**config.mk**
```make
export PLATFORM = sky130hd
export DESIGN_NAME = spi_master_ctrl
export DESIGN_NICKNAME = d
export VERILOG_FILES = /design/src/rtl/spi_master_ctrl.sv
export SDC_FILE = /design/constraint.sdc
export NUM_CORES = 1
export LEC_CHECK = 0
export BUFFER_PORTS_ARGS = -buffer_cell sky130_fd_sc_hd__buf_2
export CORE_MARGIN = 1
export CORE_UTILIZATION = 58
export CTS_BUF_LIST = sky130_fd_sc_hd__clkbuf_4 sky130_fd_sc_hd__clkbuf_8
export CTS_CLUSTER_DIAMETER = 100
export CTS_CLUSTER_SIZE = 24
export DETAILED_ROUTE_END_ITERATION = 7
export GPL_TIMING_DRIVEN = 0
export HOLD_SLACK_MARGIN = 0.12
export PLACE_DENSITY = 0.82
export SLEW_MARGIN = 30
export SYNTH_ARGS = -nofsm -noshare
export SYNTH_HDL_FRONTEND = slang
export SYNTH_SLANG_ARGS = --single-unit
```
**constraint.sdc**
```tcl
create_clock -name clk -period 1.74 [get_ports clk]
set_input_delay 0.348 -clock clk [delete_from_list [all_inputs] [get_ports clk]]
set_output_delay 0.348 -clock clk [all_outputs]
set_load 0.02 [all_outputs]
```
**src/rtl/spi_master_ctrl.sv**
```systemverilog
// Host-side SPI master: serialises {cmd, payload} MSB-first at one bit per clk
// and, for read-data commands, shifts the returned byte in from MISO.
module spi_master_ctrl #(
  parameter int unsigned ADDR_SIZE = 8,
  parameter int unsigned RD_LAT    = 1,
  parameter int unsigned GAP       = 1
) (
  input  logic                 clk,
  input  logic                 rst,
  input  logic                 start,
  input  logic [1:0]           cmd,
  input  logic [ADDR_SIZE-1:0] tx_byte,
  output logic                 ready,
  output logic                 done,
  output logic [ADDR_SIZE-1:0] rx_byte,
  output logic                 rx_valid,
  output logic                 SS_n,
  output logic                 MOSI,
  input  logic                 MISO
);

  localparam int unsigned FL   = ADDR_SIZE + 2;
  localparam int unsigned M1   = (FL > RD_LAT) ? FL : RD_LAT;
  localparam int unsigned MAXC = (M1 > GAP) ? M1 : GAP;
  localparam int unsigned CW   = $clog2(MAXC + 1);

  typedef enum logic [2:0] {
    IDLE, SELECT, CMD, SHIFT, WAIT, READ, DESELECT
  } state_t;

  state_t               state_q, state_d;
  logic [CW-1:0]        cnt_q, cnt_d;
  logic [FL-1:0]        sh_q;
  logic                 rd_q;
  logic [ADDR_SIZE-2:0] rxsh_q;
  logic [ADDR_SIZE-1:0] rx_next;
  logic                 ss_n_d, mosi_d;

  assign rx_next = {rxsh_q, MISO};

  always_ff @(posedge clk) begin
    if (rst) begin
      state_q  <= IDLE;
      cnt_q    <= '0;
      sh_q     <= '0;
      rd_q     <= 1'b0;
      rxsh_q   <= '0;
      rx_byte  <= '0;
      rx_valid <= 1'b0;
      SS_n     <= 1'b1;
      MOSI     <= 1'b0;
    end else begin
      state_q  <= state_d;
      cnt_q    <= cnt_d;
      SS_n     <= ss_n_d;
      MOSI     <= mosi_d;
      rx_valid <= 1'b0;
      if (state_q == IDLE && start) begin
        sh_q <= {cmd, tx_byte};
        rd_q <= (cmd == 2'b11);
      end else if (state_d == SHIFT) begin
        sh_q <= {sh_q[FL-2:0], 1'b0};
      end
      if (state_q == READ) begin
        rxsh_q <= rx_next[ADDR_SIZE-2:0];
        if (cnt_q == '0) begin
          rx_byte  <= rx_next;
          rx_valid <= 1'b1;
        end
      end
    end
  end

  // Each state's length is loaded into cnt on entry; the counter holds at zero.
  always_comb begin
    state_d = state_q;
    cnt_d   = (cnt_q != '0) ? cnt_q - CW'(1) : '0;
    case (state_q)
      IDLE:     if (start) state_d = SELECT;
      SELECT:   state_d = CMD;
      CMD: begin
        state_d = SHIFT;
        cnt_d   = CW'(FL - 1);
      end
      SHIFT: begin
        if (cnt_q == '0) begin
          if (!rd_q) begin
            state_d = DESELECT;
            cnt_d   = CW'(GAP - 1);
          end else if (RD_LAT == 0) begin
            state_d = READ;
            cnt_d   = CW'(ADDR_SIZE - 1);
          end else begin
            state_d = WAIT;
            cnt_d   = CW'(RD_LAT - 1);
          end
        end
      end
      WAIT: begin
        if (cnt_q == '0) begin
          state_d = READ;
          cnt_d   = CW'(ADDR_SIZE - 1);
        end
      end
      READ: begin
        if (cnt_q == '0) begin
          state_d = DESELECT;
          cnt_d   = CW'(GAP - 1);
        end
      end
      DESELECT: if (cnt_q == '0) state_d = IDLE;
      default: begin
        state_d = IDLE;
        cnt_d   = '0;
      end
    endcase
  end

  // SS_n/MOSI are registered from the next state so they line up with it.
  always_comb begin
    ready  = (state_q == IDLE);
    done   = (state_q == DESELECT) && (cnt_q == '0);
    ss_n_d = 1'b1;
    mosi_d = 1'b0;
    case (state_d)
      SELECT: begin
        ss_n_d = 1'b0;
        mosi_d = cmd[1];
      end
      CMD, SHIFT: begin
        ss_n_d = 1'b0;
        mosi_d = sh_q[FL-1];
      end
      WAIT, READ: ss_n_d = 1'b0;
      default: ;
    endcase
  end

endmodule

```
==> run_results.csv, run 1 <==
group,metric,value,unit
cells_and_area,fill_cells,191,
yosys,ys_async_sr_fraction,0,%
timing,min_period,1.85,ns
cells_and_area,drive_above_1_share,35.8,%
cells_and_area,layout.nets,243,
power,ir_drop,0.00143,V
cells_and_area,instances_no_fill,260,
setup_path,slowest_delay,0.34,ns
power,power.density,1400,nW/um2
yosys,syn_area,1660,um2
yosys,yosys.area.top_type,"dfxtp_1",
yosys,yosysMostFrequentCell,"dfxtp_1",
placement,dp_cells,236,
timing,fin_skew,0.00872,ns
route,drtIter0Drc,79,
setup_path,reg2reg_slack,-0.05,ns
setup_path,path_common_cell,"buf_6",
cells_and_area,multiInputGateArea,902,um2
timing,max_freq,541,MHz
setup_path,cp_num_buf_inv,3,
setup_path,cpMaxStageDelayCell,"dfxtp_2",
floorplan,die_w,55.5,um
setup_path,r2r-start,"cnt_q[0]",
setup_path,worstPathRequired,1.39,ns
worst_hold_path,min_path_type,"input pin to flip-flop",
yosys,syn_area_per_cell,9.21,um2
power,power.share.switching,35.1,%
cells_and_area,area_delta_synth_final,28.5,%
timing,slew_viol_final,0,
yosys,synth_top_area_share,43.5,%
yosys,yosysWarningCount,0,
setup_path,arrival,1.50,ns
setup_path,cp.depth,6,
placement,dpl_cell_area,1820,um2
yosys,ys_top_cells_by_count,"36 x dfxtp_1, 25 x nor2_1, 18 x mux2i_1, 17 x a21oi_1, 13 x nand2_1",
route,drc,0,
cts,cts_tree,"yes",
cts,ctsHoldBuffers,0,
timing,finalCritPeriodShare,106,%
cts,htree_levels,2,
grt,grt_usage,23.9,%
grt,grt_pass1_wl,5820,um
cells_and_area,diodes,0,
cts,numCtsBuffers,5,
job,drv_cap,0,
timing,hold_viol,0,
cells_and_area,finalInstanceArea,2130,um2
placement,dp_hpwl,2290,um
placement,gp_congestion,0.777,
power,switchingPower,1.04,mW
route,dr.pass1.iters,4,
power,p_clk_share,20.0,%
cts,ctsRootBufferMaster,"clkbuf_4",
timing,setup_tns,-0.222,ns
timing,worst_slew_pin_slew,0.445,ns
cts,cts_sinks,36,
timing,grt_setup_unrepaired,"true",
yosys,ys_seq_area_share,43.5,%
setup_path,crit_type,"flip-flop to primary output",
route,avgViaCountPerCell,5.66,
cts,cts_max_path_buffers,2,
power,power_frac_comb,44.8,%
grt,antenna_found_initial,0,
timing,setup_ws,-0.109,ns
setup_path,cp-end-kind,"primary output",
setup_path,cp-startpoint,"cnt_q[0]",
setup_path,reg2reg_depth,8,
floorplan,coreArea,2730,um2
grt,grt_pass1_vias,1365,
yosys,synth_cell_types,38,
setup_path,worstReg2RegEnd,"rx_byte[3]",
setup_path,crit_chain,"inv_2 > ha_4 > nor3b_4 > buf_6 > and3_4 > buf_6",
cells_and_area,seq_area,727,um2
yosys,syn-instance-count,180,
route,vias,1472,
outcome,status,"complete, but fails checks",
cts,clk_latency,0.35,ns
floorplan,num_rows,19,
cells_and_area,fin_util,77.9,%
setup_path,cp_top_family,"simple AND/OR/NAND/NOR gates",
floorplan,io_pins,27,
setup_path,path_max_fanout,2,
yosys,synth_area_leaders,"dfxtp_1 43%, mux2i_1 11%, nor2_1 5.7%, a21oi_1 5.1%, a211oi_1 4.1%",
cts,clk_pin_slew_worst_paths,0.12,ns
route,ant_nets,0,
timing,setup_viol,9,
grt,grt_max_degree,13,
floorplan,dieArea,3080,um2
yosys,synthFlopType,"dfxtp_1",
power,p_int,1.93,mW
power,seq_power_share,35.2,%
setup_path,setup.worst_path.end,"done",
placement,numPortBuffers,25,
floorplan,start_util,60.6,%
floorplan,dieHeight,55.5,um
yosys,yosys_register_bits,36,
timing,slew_headroom,70.4,%
power,leakagePower,0.864,nW
route,wire_per_inst,14.4,um
grt,grt_overflow,0,
setup_path,startpoint_type,"flip-flop",
yosys,synth-edff-count,0,
outcome,violations,"negative setup slack",
yosys,synth_fp_nets,195,
route,drt-total-wl,3750,um
-- what timing repair did --
item / 4_1_cts / 5_1_grt
pin swaps: 1 / 6
setup buffers: 4 / 12
gates resized for setup: 18 / 13
endpoints found under the setup margin: 7 / 21
gates cloned: 0 / 0
-- placed cells by master (no fill, tap or decap), types with 2 or more instances in the layout --
master and instances:
mux2i_1 18, nand3_1 9, nand2b_1 5, buf_6 9
nor2_1 25, dfxtp_1 33, dfxtp_2 2, nand2_1 12
o21ai_0 3, nor3_1 3, nand2_2 2, inv_1 2
buf_2 23, buf_4 16, a21oi_1 15, a211oi_1 9
inv_2 2, clkbuf_4 5, nor3b_4 2, clkbuf_1 3
a21oi_2 3
-- tightest hold or removal path: stages --
cell and delay (ns):
buf_2 0.10, nand2_1 0.05, a21oi_1 0.05
-- final cells by class --
cell class,instances,area share [%]
multi-input cells,128,42.4
clock inverters,3,2.00
plain buffers,12,4.94
repair buffers,41,12.3
well taps,31,1.82
flip-flops and latches,36,34.1
inverters,4,0.705
clock buffers,5,1.76
-- layer usage --
layer,wire length (um),share of wire [%],vias to the layer above,GRT usage [%]
met3,144,3.8,9,6.32
li1,-,-,731,-
met2,1820,49,34,39.1
met1,1700,45,698,29.6
met5,0,0,-,0
met4,82,2.2,0,10.4
-- how the worst min path moves through the flow --
stage,startpoint,end,cells after the start
6_report,tx_byte[0],sh_q[0],3
5_1_grt,tx_byte[0],sh_q[0],3
4_1_cts,tx_byte[0],sh_q[0],3
3_5_place_dp,rxsh_q[6],rxsh_q[6],2
3_3_place_gp,rxsh_q[6],rxsh_q[6],2
2_1_floorplan,rxsh_q[6],rxsh_q[6],2
-- logic make-up after synthesis --
kind of cell    count (synthesis)  synth area share, %
mux                            18                 10.9
simple gates                   70                 23.1
xor+xnor                        1                0.528
compound gates                 38                 15.2
buf+inv                        16                 6.11
fa+ha+maj                       1                0.755
flops                          36                 43.5
-- flip-flops by register name, indices dropped and copies added (netlist names) --
name	count
MOSI	1
SS_n	1
cnt_q	4
rd_q	1
rx_byte	8
rx_valid	1
rxsh_q	7
sh_q	10
state_q	3
-- power by group through the flow --
stage	combinational (mW)	sequential [mW]	clock, mW
6_report	1.33	1.05	0.595
5_1_grt	1.45	1.06	0.629
4_1_cts	1.09	1.04	0.595
3_5_place_dp	0.931	1.06	0
3_3_place_gp	0.905	1.05	0
2_1_floorplan	0.764	1.05	0
-- stage by stage --
| step | total power, mW | worst slack [ns] | hold WS, ns |
|---|---|---|---|
| 5_1_grt | 3.14 | -0.146 | 0.243 |
| 3_3_place_gp | 1.95 | 0.0405 | 0.446 |
| 3_5_place_dp | 1.99 | -0.0165 | 0.460 |
| 6_report | 2.97 | -0.109 | 0.232 |
| 2_1_floorplan | 1.81 | 0.163 | 0.436 |
| 4_1_cts | 2.73 | -0.0853 | 0.230 |
Note: power is estimated with default switching activity, not from simulation.
==> run 2: changes to the inputs <==
--- a/config.mk
+++ b/config.mk
@@ -7,14 +7,13 @@
 export LEC_CHECK = 0
 export BUFFER_PORTS_ARGS = -buffer_cell sky130_fd_sc_hd__buf_2
 export CORE_MARGIN = 1
-export CORE_UTILIZATION = 58
-export CTS_BUF_LIST = sky130_fd_sc_hd__clkbuf_4 sky130_fd_sc_hd__clkbuf_8
+export CORE_UTILIZATION = 55
 export CTS_CLUSTER_DIAMETER = 100
 export CTS_CLUSTER_SIZE = 24
 export DETAILED_ROUTE_END_ITERATION = 7
 export GPL_TIMING_DRIVEN = 0
 export HOLD_SLACK_MARGIN = 0.12
-export PLACE_DENSITY = 0.82
+export PLACE_DENSITY = 0.78
 export SLEW_MARGIN = 30
 export SYNTH_ARGS = -nofsm -noshare
 export SYNTH_HDL_FRONTEND = slang
==> run 2 against run 1 <==
Compared with the run above: the run ends with design-rule violations, negative setup slack left; sequential power about the same; critical path depth unchanged; wire length shrank 11%; clock-buffer cell count grew 2; clock skew increased by 0.0020 ns; die area increased by 5.2%.
==> run_results.csv, run 2 (synthesized netlist as in run 1, its figures left out) <==
group,metric,value,unit
outcome,status,"complete, but fails checks",
outcome,violations,"design-rule violations, negative setup slack",
power,ir_drop,0.000683,V
timing,setup_ws,-0.0703,ns
power,p_clk_share,17.7,%
grt,grt_overflow,0,
cells_and_area,instances_no_fill,249,
floorplan,coreArea,2810,um2
cells_and_area,layout.nets,232,
power,switchingPower,939,uW
setup_path,arrival,1.46,ns
grt,grt_max_degree,15,
grt,antenna_found_initial,0,
cells_and_area,diodes,0,
timing,slew_headroom,67.9,%
placement,gp_congestion,0.766,
route,vias,1377,
cts,cts_sinks,36,
timing,slew_viol_final,0,
floorplan,dieArea,3240,um2
cells_and_area,fin_util,71.1,%
grt,grt_busiest_layer,"met2",
route,avgViaCountPerCell,5.53,
timing,worst_slew_pin_slew,0.482,ns
grt,globalRouteMet3Util,7.14,%
power,finalPower,2.64,mW
timing,min_period,1.81,ns
job,drv_cap,0,
floorplan,dieHeight,56.9,um
route,drc,2,
power,power.share.switching,35.5,%
floorplan,io_pins,27,
route,drt-total-wl,3330,um
setup_path,startpoint_type,"flip-flop",
cts,htree_levels,2,
power,p_int,1.70,mW
cells_and_area,final_cell_mix,"33 x dfxtp_1, 25 x nor2_1, 24 x buf_2",
cells_and_area,finalInstanceArea,2000,um2
power,power.density,1320,nW/um2
timing,max_freq,552,MHz
cells_and_area,largest_reg_flops,10,
setup_path,cp-end-kind,"primary output",
power,seq_power_share,39.8,%
placement,pre_cts_ws,-0.0132,ns
cts,clk_latency,0.34,ns
setup_path,crit_chain,"inv_2 > ha_4 > nor3b_4 > buf_6 > and3_4 > buf_6",
placement,dp_cells,236,
timing,finalCritPeriodShare,104,%
cells_and_area,area_delta_synth_final,20.4,%
route,drtIter0Drc,69,
cells_and_area,reg_top3,"sh_q (10), rx_byte (8), rxsh_q (7)",
grt,grt_pass1_wl,5680,um
setup_path,worstPathRequired,1.39,ns
floorplan,num_rows,19,
worst_hold_path,min_path_type,"input pin to flip-flop",
power,leakagePower,0.788,nW
timing,hold_viol,0,
setup_path,path_common_cell,"buf_6",
timing,setup_viol,1,
timing,setup_tns,-0.0703,ns
route,dr.pass1.iters,6,
route,ant_nets,0,
placement,dpl_cell_area,1820,um2
cells_and_area,drive_above_1_share,31.2,%
grt,grt_usage,22.8,%
cells_and_area,final_common_cell,"dfxtp_1",
power,power_frac_comb,42.5,%
grt,grt_pass1_vias,1256,
cells_and_area,top_register,"sh_q",
grt,met1_usage,29.4,%
setup_path,cpMaxStageDelayCell,"dfxtp_2",
route,wire_per_inst,13.4,um
timing,fin_skew,0.0108,ns
cts,clk_pin_slew_worst_paths,0.10,ns
floorplan,die_w,56.9,um
cts,ctsRootBufferMaster,"clkbuf_4",
setup_path,path_max_fanout,2,
cts,cts_tree,"yes",
cts,cts_max_path_buffers,2,
setup_path,slowest_delay,0.34,ns
timing,whs,0.262,ns
setup_path,crit_type,"flip-flop to primary output",
timing,grt_setup_unrepaired,"true",
cts,numCtsBuffers,5,
floorplan,start_util,59.1,%
grt,met2_usage,35.1,%
placement,dp_hpwl,2270,um
placement,numPortBuffers,25,
[run 2: layout make-up]
class	count	area (um2)
sequential	36	727
fill	233	810
multi-input combinational	128	887
clock buffer	7	55.1
buffer	11	88.8
tap	31	38.8
clock inverter	1	7.51
inverter	4	15.0
timing repair buffer	31	176
[run 2: power by group through the flow]
stage,Sequential (mW),Combinational (mW),Clock (mW)
floorplan,1.05,0.764,0
global placement,1.05,0.906,0
detailed placement,1.06,0.929,0
CTS,1.05,1.04,0.479
global route,1.07,1.23,0.510
finish,1.05,1.12,0.469
[run 2: worst max-delay path: cells and delay by family (launching register included)]
kind	cells	cell delay [ns]
flops	1	0.34
fa+ha+maj	1	0.12
buf+inv	3	0.29
simple gates	2	0.37
[run 2: final timing paths]
path,from,end,slack [ns],cells past startpoint
setup / recovery,cnt_q[1],done,-0.07,6
hold / removal,tx_byte[0],sh_q[0],0.26,3
setup reg to reg,cnt_q[1],rx_byte[0],0.10,7
hold reg to reg,rxsh_q[6],rxsh_q[6],0.46,2
[run 2: what timing repair did]
| action | in CTS | in global routing |
|---|---|---|
| buffers inserted | 3 | 3 |
| pin swaps | 1 | 7 |
| hold buffers | 0 | 0 |
| endpoints found under the setup margin | 5 | 18 |
| resized for setup | 17 | 4 |
[run 2: metal layers]
layer / part of all wire (%) / vias up / routed length [um]
li1: - / 704 / -
met1: 47 / 635 / 1560
met2: 47 / 33 / 1560
met3: 5.0 / 5 / 168
met4: 1.3 / 0 / 43
met5: 0 / - / 0
==> run 3: changes to the inputs <==
--- a/config.mk
+++ b/config.mk
@@ -8,12 +8,14 @@
 export BUFFER_PORTS_ARGS = -buffer_cell sky130_fd_sc_hd__buf_2
 export CORE_MARGIN = 1
 export CORE_UTILIZATION = 55
+export CTS_BUF_LIST = sky130_fd_sc_hd__clkbuf_16
 export CTS_CLUSTER_DIAMETER = 100
 export CTS_CLUSTER_SIZE = 24
 export DETAILED_ROUTE_END_ITERATION = 7
 export GPL_TIMING_DRIVEN = 0
 export HOLD_SLACK_MARGIN = 0.12
 export PLACE_DENSITY = 0.78
+export SKIP_LAST_GASP = 1
 export SLEW_MARGIN = 30
 export SYNTH_ARGS = -nofsm -noshare
 export SYNTH_HDL_FRONTEND = slang
==> run 3 against run 2 <==
Compared with the run above: the flow still finishes with violations (design-rule violations, negative setup slack); register-to-register slack worse by 0.05 ns; design area increased by 3.2%; setup slack improved by 0.037 ns; final cell count shrank 0.40%; worst hold slack better by 0.067 ns; sequential power about the same; clock skew shrank 0.0067 ns; utilization increased by 2.3 points; die area unchanged; critical path depth unchanged; largest cell class unchanged; sequential share of layout area down 1.1 points.
==> run_results.csv, run 3 (synthesized netlist as in run 1, its figures left out) <==
group,metric,value,unit
timing,worst_slew_pin_slew,0.487,ns
grt,grt_max_degree,12,
cts,clk_pin_slew_worst_paths,0.05,ns
cts,ctsRootBufferMaster,"clkbuf_16",
setup_path,crit_type,"flip-flop to primary output",
setup_path,arrival,1.43,ns
grt,grt_pass1_vias,1306,
cells_and_area,drive_above_1_share,29.5,%
placement,dp_hpwl,2270,um
grt,antenna_found_initial,0,
floorplan,io_pins,27,
floorplan,start_util,59.1,%
setup_path,cp-end-kind,"primary output",
grt,met1_usage,29.9,%
setup_path,reg2reg_depth,7,
setup_path,reg2reg_slack,0.05,ns
cells_and_area,area_delta_synth_final,24.2,%
route,vias,1390,
timing,grt_setup_unrepaired,"true",
timing,slew_headroom,67.5,%
cells_and_area,final_cell_mix,"33 x dfxtp_1, 25 x nor2_1, 24 x buf_2",
setup_path,startpoint_type,"flip-flop",
route,drc,2,
placement,gp_congestion,0.766,
floorplan,num_rows,19,
timing,setup_tns,-0.0330,ns
timing,finalCritPeriodShare,102,%
route,drtIter0Drc,72,
floorplan,die_w,56.9,um
cts,clk_latency,0.28,ns
grt,met2_usage,39.5,%
setup_path,path_max_fanout,2,
cells_and_area,final_common_cell,"dfxtp_1",
setup_path,setup.worst_path.end,"done",
power,power.density,1480,nW/um2
timing,setup_ws,-0.0330,ns
timing,slew_viol_final,0,
placement,dpl_cell_area,1820,um2
cells_and_area,reg_top3,"sh_q (10), rx_byte (8), rxsh_q (7)",
cells_and_area,finalInstanceArea,2060,um2
timing,setup_viol,1,
timing,hold_viol,0,
grt,grt_busiest_layer,"met2",
route,dr.pass1.iters,6,
cts,cts_max_path_buffers,2,
setup_path,r2r-start,"cnt_q[0]",
floorplan,coreArea,2810,um2
cts,htree_levels,2,
setup_path,worstPathRequired,1.39,ns
route,avgViaCountPerCell,5.60,
grt,globalRouteMet3Util,7.37,%
placement,numPortBuffers,25,
grt,grt_overflow,0,
outcome,violations,"design-rule violations, negative setup slack",
cells_and_area,largest_reg_flops,10,
route,drt-total-wl,3530,um
floorplan,dieArea,3240,um2
setup_path,worstReg2RegEnd,"rx_byte[6]",
cells_and_area,layout.nets,231,
setup_path,cp-startpoint,"cnt_q[0]",
timing,max_freq,564,MHz
job,drv_cap,0,
power,leakagePower,0.820,nW
timing,min_period,1.77,ns
route,wire_per_inst,14.2,um
cts,cts_sinks,36,
grt,grt_pass1_wl,5940,um
timing,fin_skew,0.00407,ns
power,ir_drop,0.000873,V
cells_and_area,top_register,"sh_q",
cts,cts_tree,"yes",
route,ant_nets,0,
floorplan,dieHeight,56.9,um
worst_hold_path,min_path_type,"input pin to flip-flop",
cts,numCtsBuffers,5,
outcome,status,"complete, but fails checks",
grt,grt_usage,24.3,%
cells_and_area,diodes,0,
==> run 3: power breakdown <==
group | internal, mW | switching, mW | total, mW | leakage [nW]
Combinational | 0.543 | 0.592 | 1.14 | 0.456
Clock | 0.519 | 0.319 | 0.838 | 0.0687
Sequential | 0.952 | 0.113 | 1.06 | 0.295
Total | 2.01 | 1.02 | 3.04 | 0.820
==> run 3: how the worst min path moves through the flow <==
stage | startpoint | endpoint | slack [ns] | cells past startpoint
6_report | tx_byte[0] | sh_q[0] | 0.33 | 3
5_1_grt | tx_byte[0] | sh_q[0] | 0.33 | 3
4_1_cts | MISO | rxsh_q[0] | 0.33 | 3
3_5_place_dp | rxsh_q[6] | rxsh_q[6] | 0.45 | 2
3_3_place_gp | rxsh_q[6] | rxsh_q[6] | 0.44 | 2
2_1_floorplan | rxsh_q[6] | rxsh_q[6] | 0.44 | 2
==> run 3: worst max-delay path, cell delays in order, from the launching register on <==
cell,delay (ns)
dfxtp_4,0.35
inv_4,0.06
ha_4,0.13
nor3b_4,0.21
buf_6,0.12
and3_4,0.17
buf_6,0.11
==> run 3: cell type report <==
| cell class | count | area, um2 |
|---|---|---|
| Buffer | 12 | 93.8 |
| Multi-Input combinational cell | 128 | 881 |
| Clock inverter | 3 | 15.0 |
| Inverter | 4 | 17.5 |
| Tap cell | 31 | 38.8 |
| Clock buffer | 5 | 125 |
| Sequential cell | 36 | 727 |
| Fill cell | 215 | 746 |
| Timing Repair Buffer | 29 | 161 |
==> run 3: per-stage QoR <==
stage / setup slack (ns) / power, mW / utilization [%] / instances / hold slack, ns
2_1_floorplan: 0.163 / 1.81 / - / 180 / 0.436
3_3_place_gp: 0.0199 / 1.96 / 64.9 / 236 / 0.445
3_5_place_dp: -0.0132 / 1.98 / 64.9 / 236 / 0.450
4_1_cts: -0.00445 / 2.96 / 72.1 / 247 / 0.331
5_1_grt: -0.0676 / 3.19 / 73.4 / 248 / 0.335
6_report: -0.0330 / 3.04 / 73.4 / 248 / 0.328
==> run 3: routing by layer <==
layer	share of wire [%]	up-vias
met5	0	-
met4	1.0	0
met3	4.7	5
met2	49	29
met1	45	656
li1	-	700
==> run 3: timing repair <==
action	4_1_cts	5_1_grt
setup buffers	3	1
pin swaps	1	6
gates resized for setup	14	7
hold buffers	0	0
endpoints found under the setup margin	8	20
gates cloned	0	0
